**src/rtl/traffic_ctrl_if.sv**
```systemverilog
// rtl/traffic_ctrl_if.sv - timer handshake between the light sequencer and the down-counter
//
// Purpose : groups the start/load/done signals exchanged with the down-counter timer.
// Signals : count_start  sequencer -> timer, start request (held while a phase is timed)
//           count_value  sequencer -> timer, 5-bit load value, stable while count_start=1
//           count_done   timer -> sequencer, one-cycle done pulse
// Modports: master = sequencer side, slave = timer side
interface traffic_ctrl_if;
  logic       count_start;
  logic [4:0] count_value;
  logic       count_done;

  modport master (output count_start, output count_value, input count_done);
  modport slave  (input count_start, input count_value, output count_done);
endinterface

```
**src/rtl/traffic_ctrl.sv**
```systemverilog
// rtl/traffic_ctrl.sv - intersection light sequencer driving the down-counter timer
//
// Purpose : sequences NS/EW vehicle lights, a latched pedestrian walk phase and an
//           emergency all-red override; each timed phase is measured by the external timer.
// Ports   : clk            clock, rising edge
//           rst_n          asynchronous active-low reset
//           tmr            timer handshake (count_start/count_value out, count_done in)
//           ped_req_i      pedestrian button, level or pulse
//           emergency_i    level, forces all-red while high
//           ns_light_o     NS lamp: 00 red, 01 yellow, 10 green
//           ew_light_o     EW lamp, same encoding
//           ped_walk_o     walk lamp
//           ped_pending_o  latched pedestrian request not yet served
module traffic_ctrl #(
  parameter logic [4:0] T_GREEN  = 5'd20,
  parameter logic [4:0] T_YELLOW = 5'd4,
  parameter logic [4:0] T_ALLRED = 5'd2,
  parameter logic [4:0] T_WALK   = 5'd10
) (
  input  logic                  clk,
  input  logic                  rst_n,
  traffic_ctrl_if.master        tmr,
  input  logic                  ped_req_i,
  input  logic                  emergency_i,
  output logic [1:0]            ns_light_o,
  output logic [1:0]            ew_light_o,
  output logic                  ped_walk_o,
  output logic                  ped_pending_o
);

  localparam logic [1:0] LIGHT_RED    = 2'b00;
  localparam logic [1:0] LIGHT_YELLOW = 2'b01;
  localparam logic [1:0] LIGHT_GREEN  = 2'b10;

  typedef enum logic [2:0] {
    NS_GREEN  = 3'd0,
    NS_YELLOW = 3'd1,
    ALLRED_1  = 3'd2,
    EW_GREEN  = 3'd3,
    EW_YELLOW = 3'd4,
    ALLRED_2  = 3'd5,
    PED_WALK  = 3'd6,
    EMERGENCY = 3'd7
  } state_e;

  state_e     state_q, state_d;
  logic       start_q, start_d;
  logic [4:0] value_q, value_d;
  logic       pend_q, pend_d;
  logic [1:0] ns_q, ns_d;
  logic [1:0] ew_q, ew_d;
  logic       walk_q, walk_d;
  logic       adv;
  logic       changed;

  // A done pulse only counts while the timer has actually been started; this
  // masks stale pulses in the restart gap and throughout EMERGENCY.
  assign adv = start_q & tmr.count_done;

  always_comb begin
    state_d = state_q;
    if (emergency_i) begin
      state_d = EMERGENCY;
    end else begin
      case (state_q)
        NS_GREEN:  if (adv) state_d = NS_YELLOW;
        NS_YELLOW: if (adv) state_d = ALLRED_1;
        ALLRED_1:  if (adv) state_d = EW_GREEN;
        EW_GREEN:  if (adv) state_d = EW_YELLOW;
        EW_YELLOW: if (adv) state_d = ALLRED_2;
        ALLRED_2:  if (adv) state_d = pend_q ? PED_WALK : NS_GREEN;
        PED_WALK:  if (adv) state_d = NS_GREEN;
        EMERGENCY: state_d = ALLRED_2;
        default:   state_d = ALLRED_2;
      endcase
    end
  end

  always_comb begin
    changed = (state_d != state_q);
    // Dropping start for the transition cycle lets the timer see a fresh
    // rising edge with the new load value already in place.
    start_d = (state_d != EMERGENCY) && !changed;

    value_d = value_q;
    ns_d    = LIGHT_RED;
    ew_d    = LIGHT_RED;
    walk_d  = 1'b0;
    case (state_d)
      NS_GREEN:  begin value_d = T_GREEN;  ns_d = LIGHT_GREEN;  end
      NS_YELLOW: begin value_d = T_YELLOW; ns_d = LIGHT_YELLOW; end
      ALLRED_1:  value_d = T_ALLRED;
      EW_GREEN:  begin value_d = T_GREEN;  ew_d = LIGHT_GREEN;  end
      EW_YELLOW: begin value_d = T_YELLOW; ew_d = LIGHT_YELLOW; end
      ALLRED_2:  value_d = T_ALLRED;
      PED_WALK:  begin value_d = T_WALK;   walk_d = 1'b1;       end
      default:   value_d = value_q;
    endcase

    // Entering the walk phase serves the request, even one arriving that cycle.
    if (state_d == PED_WALK && state_q != PED_WALK) begin
      pend_d = 1'b0;
    end else begin
      pend_d = pend_q | ped_req_i;
    end
  end

  always_ff @(posedge clk or negedge rst_n) begin
    if (!rst_n) begin
      state_q <= ALLRED_2;
      start_q <= 1'b0;
      value_q <= T_ALLRED;
      pend_q  <= 1'b0;
      ns_q    <= LIGHT_RED;
      ew_q    <= LIGHT_RED;
      walk_q  <= 1'b0;
    end else begin
      state_q <= state_d;
      start_q <= start_d;
      value_q <= value_d;
      pend_q  <= pend_d;
      ns_q    <= ns_d;
      ew_q    <= ew_d;
      walk_q  <= walk_d;
    end
  end

  assign tmr.count_start = start_q;
  assign tmr.count_value = value_q;
  assign ns_light_o      = ns_q;
  assign ew_light_o      = ew_q;
  assign ped_walk_o      = walk_q;
  assign ped_pending_o   = pend_q;

endmodule
```
**src/flat_wrapper.sv**
```systemverilog
// flat-port wrapper written by rule: the top's interface ports become plain ports
module traffic_ctrl_flat 
#(
  parameter logic [4:0] T_GREEN  = 5'd20,
  parameter logic [4:0] T_YELLOW = 5'd4,
  parameter logic [4:0] T_ALLRED = 5'd2,
  parameter logic [4:0] T_WALK   = 5'd10
)
  (clk, rst_n, ped_req_i, emergency_i, ns_light_o, ew_light_o, ped_walk_o, ped_pending_o, tmr_count_start, tmr_count_value, tmr_count_done);
  traffic_ctrl_if tmr_i ();
  input  logic clk;
  input  logic rst_n;
  input  logic ped_req_i;
  input  logic emergency_i;
  output logic [1:0] ns_light_o;
  output logic [1:0] ew_light_o;
  output logic ped_walk_o;
  output logic ped_pending_o;
  output wire logic [$bits(tmr_i.count_start)-1:0] tmr_count_start;
  output wire logic [$bits(tmr_i.count_value)-1:0] tmr_count_value;
  input wire logic [$bits(tmr_i.count_done)-1:0] tmr_count_done;
  assign tmr_count_start = tmr_i.count_start;
  assign tmr_count_value = tmr_i.count_value;
  assign tmr_i.count_done = tmr_count_done;
  traffic_ctrl #(.T_GREEN(T_GREEN), .T_YELLOW(T_YELLOW), .T_ALLRED(T_ALLRED), .T_WALK(T_WALK)) u_core (.clk(clk), .rst_n(rst_n), .tmr(tmr_i), .ped_req_i(ped_req_i), .emergency_i(emergency_i), .ns_light_o(ns_light_o), .ew_light_o(ew_light_o), .ped_walk_o(ped_walk_o), .ped_pending_o(ped_pending_o));
endmodule
```
**config.mk**
```make
export PLATFORM = sky130hd
export DESIGN_NAME = traffic_ctrl_flat
export DESIGN_NICKNAME = d
export VERILOG_FILES = /design/src/rtl/traffic_ctrl_if.sv /design/src/rtl/traffic_ctrl.sv /design/src/flat_wrapper.sv
export SDC_FILE = /design/constraint.sdc
export NUM_CORES = 1
export LEC_CHECK = 0
export CORE_MARGIN = 4
export CORE_UTILIZATION = 31
export CTS_CLUSTER_DIAMETER = 40
export DETAILED_ROUTE_END_ITERATION = 7
export PLACE_DENSITY_LB_ADDON = 0.05
export SYNTH_ARGS = -nofsm -noshare
export SYNTH_HDL_FRONTEND = slang
export SYNTH_SLANG_ARGS = --single-unit
```
**constraint.sdc**
```tcl
create_clock -name clk -period 1.7 [get_ports clk]
set_input_delay 0.34 -clock clk [delete_from_list [all_inputs] [get_ports clk]]
set_output_delay 0.34 -clock clk [all_outputs]
set_load 0.005 [all_outputs]
```
==> results of run 1 <==
[registers in the layout, summed over array words and instances, names as in the netlist]
| register | cells |
|---|---|
| u_core.state_q | 3 |
| u_core.ns_light_o | 2 |
| u_core.ped_pending_o | 1 |
| u_core.ped_walk_o | 1 |
| u_core.tmr.count_start | 1 |
| u_core.tmr.count_value | 4 |
| u_core.ew_light_o | 2 |
[cells by family (layout without fill, tap and decap cells)]
| family | count (synthesis) | after routing | share of synthesized area [%] |
|---|---|---|---|
| AO/OA/AOI/OAI | 20 | 20 | 20.9 |
| XOR/XNOR | 3 | 3 | 3.92 |
| buffers and inverters | 9 | 29 | 7.46 |
| flip-flops | 14 | 14 | 52.8 |
| other | 1 | 1 | 0.559 |
| AND/OR/NAND/NOR | 17 | 17 | 14.4 |
[final cells by class]
| type | instances | area share, % |
|---|---|---|
| repair buffers | 22 | 22.6 |
| well taps | 27 | 3.72 |
| multi-input cells | 41 | 29.4 |
| flip-flops and latches | 14 | 39.0 |
| clock buffers | 4 | 4.00 |
| inverters | 3 | 1.24 |
[path summary, 6_finish.rpt]
check / from / end / slack (ns) / cells past startpoint
setup / recovery: u_core.tmr.count_start$_DFF_PN0_ / tmr_count_start / 0.10 / 1
setup reg to reg: u_core.state_q[0]$_DFF_PN1_ / u_core.tmr.count_value[4]$_DFFE_PN0P_ / 0.21 / 4
min in group clk: u_core.tmr.count_value[3]$_DFFE_PN0P_ / u_core.tmr.count_value[3]$_DFFE_PN0P_ / 0.49 / 1
max in group asynchronous: rst_n / u_core.tmr.count_value[1]$_DFFE_PN1P_ / 1.09 / 2
hold reg to reg: u_core.tmr.count_value[3]$_DFFE_PN0P_ / u_core.tmr.count_value[3]$_DFFE_PN0P_ / 0.49 / 1
hold / removal: rst_n / u_core.ew_light_o[0]$_DFF_PN0_ / 0.36 / 2
[synthesized netlist by cell type (2+ instances only)]
cell type  instances
o21a_1             2
clkbuf_1           2
o21ai_0            3
xnor2_1            2
nand3b_1           2
dfrtp_1           11
inv_1              3
nor2_1             3
nand2_1            3
dfstp_2            3
a22oi_1            2
a21oi_1            5
buf_4              2
nor3_1             2
a21oi_2            2
[routing by layer]
metal | vias to the layer above | track usage [%] | wire length [um]
met4 | 0 | 7.47 | 20
met5 | - | 0 | 0
met1 | 256 | 16.9 | 656
met3 | 4 | 2.45 | 97
li1 | 263 | - | -
met2 | 22 | 16.1 | 613
[power groups by stage]
stage	clock network (W)	logic [W]	registers [W]
floorplan	0	0.0000504	0.000369
global placement	0	0.000108	0.000372
detailed placement	0	0.000108	0.000371
CTS	0.000249	0.000109	0.000365
global route	0.000268	0.000119	0.000368
finish	0.000239	0.000106	0.000364
[per-stage QoR]
stage	cell area, sq um	instances	utilization, %	total power (W)	setup slack [ns]
floorplan	671	64	-	0.000420	0.272
global placement	868	107	43.4	0.000480	0.0457
detailed placement	868	107	43.4	0.000479	0.0282
CTS	905	111	45.2	0.000722	0.0439
global route	907	111	45.3	0.000755	0.0256
finish	907	111	45.3	0.000710	0.101
==> summary.txt, run 1 <==
Power
  – Part of the power in registers: 51.3%
  – Sw Pwr: 0.000169 W
  – Internal Power: 0.000541 W
  – LEAKAGE: 0.381 nW
  – Max IR drop VDD: 352 uV
  – Cell Pwr Density: 783 nW/um^2
  – Combinational share of power: 15.0%
  – Clock power share: 33.7%
  – Sw Ratio: 23.8%

STA
  – Hold slack: 0.363 ns
  – Crit path time final: 1.60 ns
  – Final period util: 94.1%
  – # setup viols final: 0
  – RSZ-0062 raised after global routing: no
  – TNS Setup: 0 ns
  – Clock skew: 0.00865 ns
  – Maximum clock rate: 0.625 GHz
  – Hold Vio Cnt, Final: 0
  – Fin. max-slew vios: 0

Worst setup path
  – Critical path type: flop to output port
  – CP arrival: 1.26 ns
  – CP Capture Type: output port
  – Critical path required time: 1.36 ns
  – Worst-path fanout max: 6
  – Delay-heaviest family, CP: buffers and inverters
  – Startpoint Class: flop
  – Crit path largest cell delay: 0.54 ns
  – CP bufs+invs: 1
  – Critical-path top delay cell: clkdlybuf4s50_1
  – CP Cell Sequence: clkdlybuf4s50_1

GRT
  – Vias in the first global route: 497
  – First-pass GRT wire length: 2.40 mm
  – GRT Util Overall: 11.9%
  – Largest net degree at the start of global routing: 15
  – Grt ovf: 0
  – Antenna violations before repair: 0

Drt
  – Post-route ant nets: 0
  – 1st-pass router iterations: 4
  – Avg Vias per Cell: 4.91
  – Overall via count from detail_route: 545
  – Final wirelength: 1.39 mm
  – 1st-iter DRT viols: 11
  – WL/cell: 12.5 um
  – Drt drc: 0

Die
  – Die area: 2970 sq um
  – Starting Density: 33.5%
  – Die Wd: 54.5 um
  – Die Span Y: 54.5 um
  – Core area: 2000 sq um
  – Placement Rows: 16
  – Top Ports: 17

Cells and area
  – Commonest non-fill, non-tap cell in the layout: clkdlybuf4s50_1
  – Storage cell area: 354 sq um
  – Nets@finish: 90
  – # fillers: 205
  – Commonest cells after routing, fill and taps aside: 14 x clkdlybuf4s50_1, 11 x dfrtp_1, 7 x buf_4
  – Ant. Diodes: 0
  – Layout cell share with drive strength beyond 1: 20.2%
  – P&R area growth vs syn: 35.3%
  – Area of the multi-input gates: 267 sq um

CTS
  – Clock root cell: clkbuf_4
  – Clock slew at reported path FFs: 0.09 ns
  – CTS H-Tree Depth: 1
  – Worst skew pair latency: 0.28 ns
  – Postcts setup bufs: 0
  – CTS Sinks: 14
  – Bufs on Longest Clock Path: 2
  – Gates resized, CTS repair: 0
  – CTS buffer count: 3
  – TritonCTS clock tree: yes
  – # hold bufs at CTS: 0

Synthesis
  – Yosys Warn Count: 0
  – Yosys cell types: 32
  – Yosys top cell area share: 41.0%
  – Synth area leader: dfrtp_1
  – Main synth FF type: dfrtp_1
  – Cells after synthesis: 64
  – Post-synth EDFFs: 0
  – Asr flop ratio synth: 100%
  – Syn Nets: 69
  – Syn Area/Cell: 10.5 sq um
  – Sequential share of the synthesized area: 52.8%
  – Synth area leaders: dfrtp_1 41%, dfstp_2 12%, a21oi_1 3.7%
  – Synth Register Bits: 14
  – Mapped Area: 671 sq um

Place
  – Port buffer count: 15
  – GPL Wtd Cong: 0.808
  – DP Wirelength: 1.05 mm

Status
  – Status: complete, no violations

Flow run
  – Max-cap violation count: 0

Hold path
  – Hold Path Class: primary input to asynchronous set/reset pin
Note: power is estimated with default switching activity, not from simulation.
==> run 2: changes to the inputs <==
CTS_CLUSTER_SIZE = 30   (was not set)
DONT_BUFFER_PORTS = 1   (was not set)
==> run 2 against run 1 <==
Cell count is 18% lower. Largest cell class unchanged. Critical endpoint is now u_core.tmr.count_value[4]$_DFFE_PN0P_. Global-route usage is 0.70 points lower. Largest power group unchanged. Via count is 16% lower. Count of clock-buffer cells in the layout stayed put. Routed wire length is 3.7% lower. Sequential share of layout area is 11 points higher. Sequential power is 3% higher.
==> summary.txt, run 2 (same netlist as run 1, synthesis figures left out) <==
Status
  – Status: complete, no violations

Die
  – Die Span Y: 54.5 um (unchanged)
  – Starting Density: 33.5% (unchanged)
  – Placement Rows: 16 (unchanged)
  – Core area: 2000 sq um (unchanged)
  – Top Ports: 17 (unchanged)
  – Die area: 2970 sq um (unchanged)
  – Die Wd: 54.5 um (unchanged)

Power
  – Cell Pwr Density: 874 nW/um^2 (+12%)
  – Max IR drop VDD: 372 uV (+5.9%)
  – LEAKAGE: 0.292 nW (-23%)

Hold path
  – Hold Path Class: primary input to flop
  – Hold Startpoint: emergency_i

GRT
  – First-pass GRT wire length: 2.28 mm (-5.2%)
  – Grt ovf: 0 (unchanged)
  – Largest net degree at the start of global routing: 16 (+1)
  – Vias in the first global route: 452 (-9.1%)
  – Antenna violations before repair: 0 (unchanged)
  – GRT Util Overall: 11.2% (-0.70 points)

STA
  – # setup viols final: 0 (unchanged)
  – RSZ-0062 raised after global routing: no
  – TNS Setup: 0 ns (unchanged)
  – Hold Vio Cnt, Final: 0 (unchanged)
  – Clock skew: 0.00400 ns (-0.00465 ns)
  – Crit path time final: 1.52 ns (-0.0841 ns)
  – Final period util: 89.1% (-4.9 points)
  – Worst slew margin: 58.4%
  – Fin. max-slew vios: 0 (unchanged)
  – Hold slack: 0.118 ns (-0.245 ns)
  – Maximum clock rate: 0.660 GHz (+5.6%)
  – Slew @ Worst Pin: 0.623 ns

Flow run
  – Max-cap violation count: 0 (unchanged)

Cells and area
  – Nets@finish: 70 (-22%)
  – Fin cells: 91 (-18%)
  – P&R area growth vs syn: 5.78%
  – Commonest cells after routing, fill and taps aside: 11 x dfrtp_1, 5 x a21oi_1
  – Commonest non-fill, non-tap cell in the layout: dfrtp_1
  – Max reg flops: 4 (unchanged)
  – Ant. Diodes: 0 (unchanged)
  – Final Instance Area: 709 sq um (-22%)
  – Layout cell share with drive strength beyond 1: 15.6% (-4.6 points)

Place
  – DP Cell Count: 86 (-20%)
  – GPL Wtd Cong: 0.726 (-10%)
  – DP Wirelength: 946 um (-10%)
  – Dpl cell area: 673 sq um (-22%)
  – Port buffer count: 0 (-15)

Drt
  – Overall via count from detail_route: 459 (-16%)
  – Avg Vias per Cell: 5.04 (+2.7%)
  – 1st-iter DRT viols: 12 (+1)
  – 1st-pass router iterations: 4 (unchanged)
  – Drt drc: 0 (unchanged)
  – Post-route ant nets: 0 (unchanged)
  – Final wirelength: 1.34 mm (-3.7%)
  – WL/cell: 14.7 um (+17%)

Worst setup path
  – Worst reg2reg startpoint: u_core.state_q[0]$_DFF_PN1_
  – Worst Setup SP: u_core.state_q[0]$_DFF_PN1_
  – CP arrival: 1.73 ns (+0.47 ns)
  – CP Capture Type: flop
  – Critical path required time: 1.91 ns (+0.55 ns)
  – Critical path type: flop to flop
  – Startpoint Class: flop
  – Worst-path fanout max: 10 (+4)

CTS
  – Postcts setup bufs: 0 (unchanged)
  – CTS H-Tree Depth: 1 (unchanged)
  – Clock slew at reported path FFs: 0.09 ns (about the same)
  – Bufs on Longest Clock Path: 2 (unchanged)
  – CTS Sinks: 14 (unchanged)
  – Gates resized, CTS repair: 0 (unchanged)
  – # hold bufs at CTS: 1 (+1)
  – Clock root cell: clkbuf_4
  – Worst skew pair latency: 0.28 ns (about the same)
  – TritonCTS clock tree: yes
  – CTS buffer count: 3 (unchanged)
==> run 2: cell types whose count changed in the layout (fill, tap and decap cells not counted), sizes merged <==
cell and change:
dlymetal6s2s -1, clkdlybuf4s50 -14, dlygate4sd3 +1, buf -6
==> run 2: final timing paths <==
kind | end | slack, ns | depth (start not counted)
setup / recovery | u_core.tmr.count_value[4]$_DFFE_PN0P_ | 0.18 | 4
hold / removal | u_core.ns_light_o[1]$_DFF_PN0_ | 0.12 | 1
setup reg to reg | u_core.tmr.count_value[4]$_DFFE_PN0P_ | 0.18 | 4
hold reg to reg | u_core.tmr.count_value[3]$_DFFE_PN0P_ | 0.52 | 1
max in group asynchronous | u_core.tmr.count_start$_DFF_PN0_ | 0.78 | 1
min in group asynchronous | u_core.ew_light_o[1]$_DFF_PN0_ | 0.51 | 1
==> run 2: through the flow <==
stage	setup slack, ns	util [%]	total power (W)
2_1_floorplan	0.272	-	0.000420
3_3_place_gp	0.219	33.6	0.000424
3_5_place_dp	0.197	33.6	0.000423
4_1_cts	0.188	35.4	0.000634
5_1_grt	0.0674	35.4	0.000650
6_report	0.185	35.4	0.000620
==> run 2: critical path, cell delays in order (launching register included) <==
cell and delay (ns):
dfstp_2 0.65, or3b_1 0.38, a21oi_2 0.14, a22oi_1 0.13, a2bb2oi_2 0.15
==> run 2: final cells by class <==
class | count | area [sq um]
Fill cell | 213 | 1290
Sequential cell | 14 | 354
Multi-Input combinational cell | 41 | 267
Tap cell | 27 | 33.8
Clock buffer | 4 | 26.3
Timing Repair Buffer | 2 | 17.5
Inverter | 3 | 11.3
==> run 2: metal layers <==
metal	part of all wire [%]	wire [um]	vias up	GRT usage, %
li1	-	-	226	-
met1	48	638	220	15.3
met2	44	590	11	14.1
met3	6.7	89	2	4.36
met4	1.3	18	0	7.47
met5	0	0	-	0
==> run 2: power by group <==
group          total [W]  internal, W  switching, W  leakage, nW
logic          0.0000491    0.0000224     0.0000267        0.102
clock network   0.000197    0.0000909      0.000106       0.0150
registers       0.000374     0.000351     0.0000231        0.175
==> run 3: changes to the inputs <==
--- a/config.mk
+++ b/config.mk
@@ -6,4 +6,5 @@
 export NUM_CORES = 1
 export LEC_CHECK = 0
+export CORE_ASPECT_RATIO = 0.9
 export CORE_MARGIN = 4
 export CORE_UTILIZATION = 31
@@ -12,4 +13,5 @@
 export DETAILED_ROUTE_END_ITERATION = 7
 export DONT_BUFFER_PORTS = 1
+export HOLD_SLACK_MARGIN = 0.02
 export PLACE_DENSITY_LB_ADDON = 0.05
 export SYNTH_ARGS = -nofsm -noshare
==> constraint.sdc (replaced) <==
create_clock -name clk -period 1.7 [get_ports clk]
set_input_delay 0.34 -clock clk [delete_from_list [all_inputs] [get_ports clk]]
set_output_delay 0.34 -clock clk [all_outputs]
set_load 0.1 [all_outputs]
==> run 3 against run 2 <==
Count of clock-buffer cells in the layout unchanged. Cell count up 11%. Worst setup slack better by 0.037 ns. Highest routed layer unchanged. Core utilization up 4.8 points. First-iteration DRC count down 42%. Clock skew up 0.0054 ns. Non-clock buffer count up 12. Via count up 10%. Sequential share of layout area down 5.3 points. Largest cell class unchanged. Critical path depth down 4. Global-route usage up 0.075 points.
==> summary.txt, run 3 (same netlist as run 1, synthesis figures left out) <==
Status
  – Status: complete, no violations

Place
  – Place WS: 0.272 ns (+0.0748 ns)
  – GPL Wtd Cong: 0.785 (+8.0%)
  – DP Cell Count: 96 (+12%)
  – DP Wirelength: 1.04 mm (+9.5%)
  – Port buffer count: 0 (unchanged)

STA
  – Worst slew margin: 58.2% (-0.19 points)
  – RSZ-0062 raised after global routing: no
  – Crit path time final: 1.48 ns (-0.0368 ns)
  – Final period util: 87.0% (-2.2 points)
  – Maximum clock rate: 0.676 GHz (+2.5%)
  – Fin. max-slew vios: 0 (unchanged)
  – Slew @ Worst Pin: 0.625 ns (+0.00281 ns)
  – # setup viols final: 0 (unchanged)
  – Clock skew: 0.00936 ns (+0.00536 ns)
  – Final WS setup: 0.222 ns (+0.0368 ns)
  – Hold Vio Cnt, Final: 0 (unchanged)
  – TNS Setup: 0 ns (unchanged)

Die
  – Die area: 2970 sq um (about the same)
  – Core area: 1990 sq um (-0.62%)
  – Top Ports: 17 (unchanged)
  – Die Span Y: 52.1 um (-4.4%)
  – Die Wd: 57.0 um (+4.6%)
  – Starting Density: 33.7% (+0.21 points)
  – Placement Rows: 15 (-1)

Drt
  – 1st-pass router iterations: 4 (unchanged)
  – WL/cell: 14.3 um (-2.4%)
  – Final wirelength: 1.45 mm (+8.3%)
  – Overall via count from detail_route: 506 (+10%)
  – Drt drc: 0 (unchanged)
  – Avg Vias per Cell: 5.01 (-0.68%)
  – 1st-iter DRT viols: 7 (-5)
  – Post-route ant nets: 0 (unchanged)

Power
  – Sw Ratio: 35.1% (+10 points)
  – Combinational share of power: 22.1% (+14 points)
  – Internal Power: 0.000482 W (+3.8%)
  – Clock power share: 26.6% (-5.2 points)
  – LEAKAGE: 0.351 nW (+20%)
  – Sw Pwr: 0.000261 W (+67%)
  – Part of the power in registers: 51.3% (-9.0 points)
  – Max IR drop VDD: 436 uV (+17%)
  – Total power: 0.000743 W (+20%)
  – Cell Pwr Density: 929 nW/um^2 (+6.2%)

GRT
  – Met2 Use GR: 16.2% (+2.0 points)
  – Grt ovf: 0 (unchanged)
  – First-pass GRT wire length: 2.43 mm (+6.6%)
  – GRT Util Overall: 11.3% (+0.075 points)
  – Largest net degree at the start of global routing: 15 (-1)
  – Global Route met1 Usage: 13.3% (-2.0 points)
  – Vias in the first global route: 495 (+9.5%)
  – Global routing met3 resource utilization: 5.71% (+1.3 points)
  – Antenna violations before repair: 0 (unchanged)
  – GRT Max-Usage Layer: met2

Cells and area
  – Commonest cells after routing, fill and taps aside: 13 x buf_4, 9 x dfrtp_1, 5 x a21oi_1
  – Fin cells: 101 (+11%)
  – Max reg flops: 4 (unchanged)
  – P&R area growth vs syn: 19.2%
  – Area of the multi-input gates: 267 sq um (unchanged)
  – Layout cell share with drive strength beyond 1: 31.6% (+16 points)
  – Ant. Diodes: 0 (unchanged)
  – Storage cell area: 357 sq um (+0.71%)
  – # fillers: 216 (+1.4%)
  – Commonest non-fill, non-tap cell in the layout: buf_4
  – Nets@finish: 82 (+17%)

CTS
  – Bufs on Longest Clock Path: 2 (unchanged)
  – CTS H-Tree Depth: 1 (unchanged)
  – TritonCTS clock tree: yes
  – Postcts setup bufs: 0 (unchanged)
  – Clock root cell: clkbuf_4
  – Worst skew pair latency: 0.28 ns (about the same)
  – CTS buffer count: 3 (unchanged)
  – Clock slew at reported path FFs: 0.09 ns (about the same)
  – CTS Sinks: 14 (unchanged)

Worst setup path
  – Critical path type: flop to output port
  – CP arrival: 1.14 ns (-0.59 ns)
  – Startpoint Class: flop
  – Critical path required time: 1.36 ns (-0.55 ns)
  – Worst-path fanout max: 2 (-8)
  – CP Capture Type: output port

Flow run
  – Max-cap violation count: 0 (unchanged)

Hold path
  – Hold Path Class: primary input to flop
-- run 3: changes by cell type in the layout (fill, tap and decap cells not counted), sizes merged --
cell  before  now
buf        1   13
-- run 3: final cells by class --
class | count | share of cell area (%)
Multi-Input combinational cell | 41 | 33.3
Sequential cell | 14 | 44.6
Tap cell | 25 | 3.91
Inverter | 3 | 1.41
Timing Repair Buffer | 14 | 13.5
Clock buffer | 4 | 3.29
-- run 3: final timing paths --
path                                                       start  depth (start not counted)                               endpoint  slack, ns
setup reg to reg                     u_core.state_q[0]$_DFF_PN1_                          4  u_core.tmr.count_value[4]$_DFFE_PN0P_       0.28
hold / removal                                       emergency_i                          1         u_core.ew_light_o[0]$_DFF_PN0_       0.10
max in group asynchronous                                  rst_n                          1         u_core.ped_pending_o$_DFF_PN0_       0.74
min in group asynchronous                                  rst_n                          1         u_core.ns_light_o[1]$_DFF_PN0_       0.50
hold reg to reg            u_core.tmr.count_value[4]$_DFFE_PN0P_                          1  u_core.tmr.count_value[4]$_DFFE_PN0P_       0.53
setup / recovery           u_core.tmr.count_value[1]$_DFFE_PN1P_                          0                     tmr_count_value[1]       0.22
-- run 3: stage by stage --
stage                     cell area [sq um]  hold WS, ns  utilization, %
final                                   800        0.104            40.2
after detailed placement                763       0.0449            38.4
after global placement                  763       0.0449            38.4
after CTS                               800       0.0914            40.2
after global routing                    800       0.0853            40.2
after floorplan                         673       0.0444               -
-- run 3: power by group through the flow --
stage | combinational, W | clock [W] | sequential (W)
2_1_floorplan | 0.0000598 | 0 | 0.000460
3_3_place_gp | 0.000157 | 0 | 0.000388
3_5_place_dp | 0.000157 | 0 | 0.000387
4_1_cts | 0.000166 | 0.000213 | 0.000381
5_1_grt | 0.000173 | 0.000226 | 0.000384
6_report | 0.000164 | 0.000198 | 0.000381
-- run 3: timing repair --
item	in CTS	in global routing
hold buffers	1	0
endpoints found under the hold margin	14	0
resized for setup	0	0
-- run 3: per-layer routing --
| layer | part of all wire, % | wire, um | vias to the layer above |
|---|---|---|---|
| met1 | 46 | 663 | 236 |
| met4 | 1.9 | 28 | 0 |
| met3 | 10 | 146 | 4 |
| met2 | 42 | 608 | 20 |
| met5 | 0 | 0 | - |
| li1 | - | - | 246 |
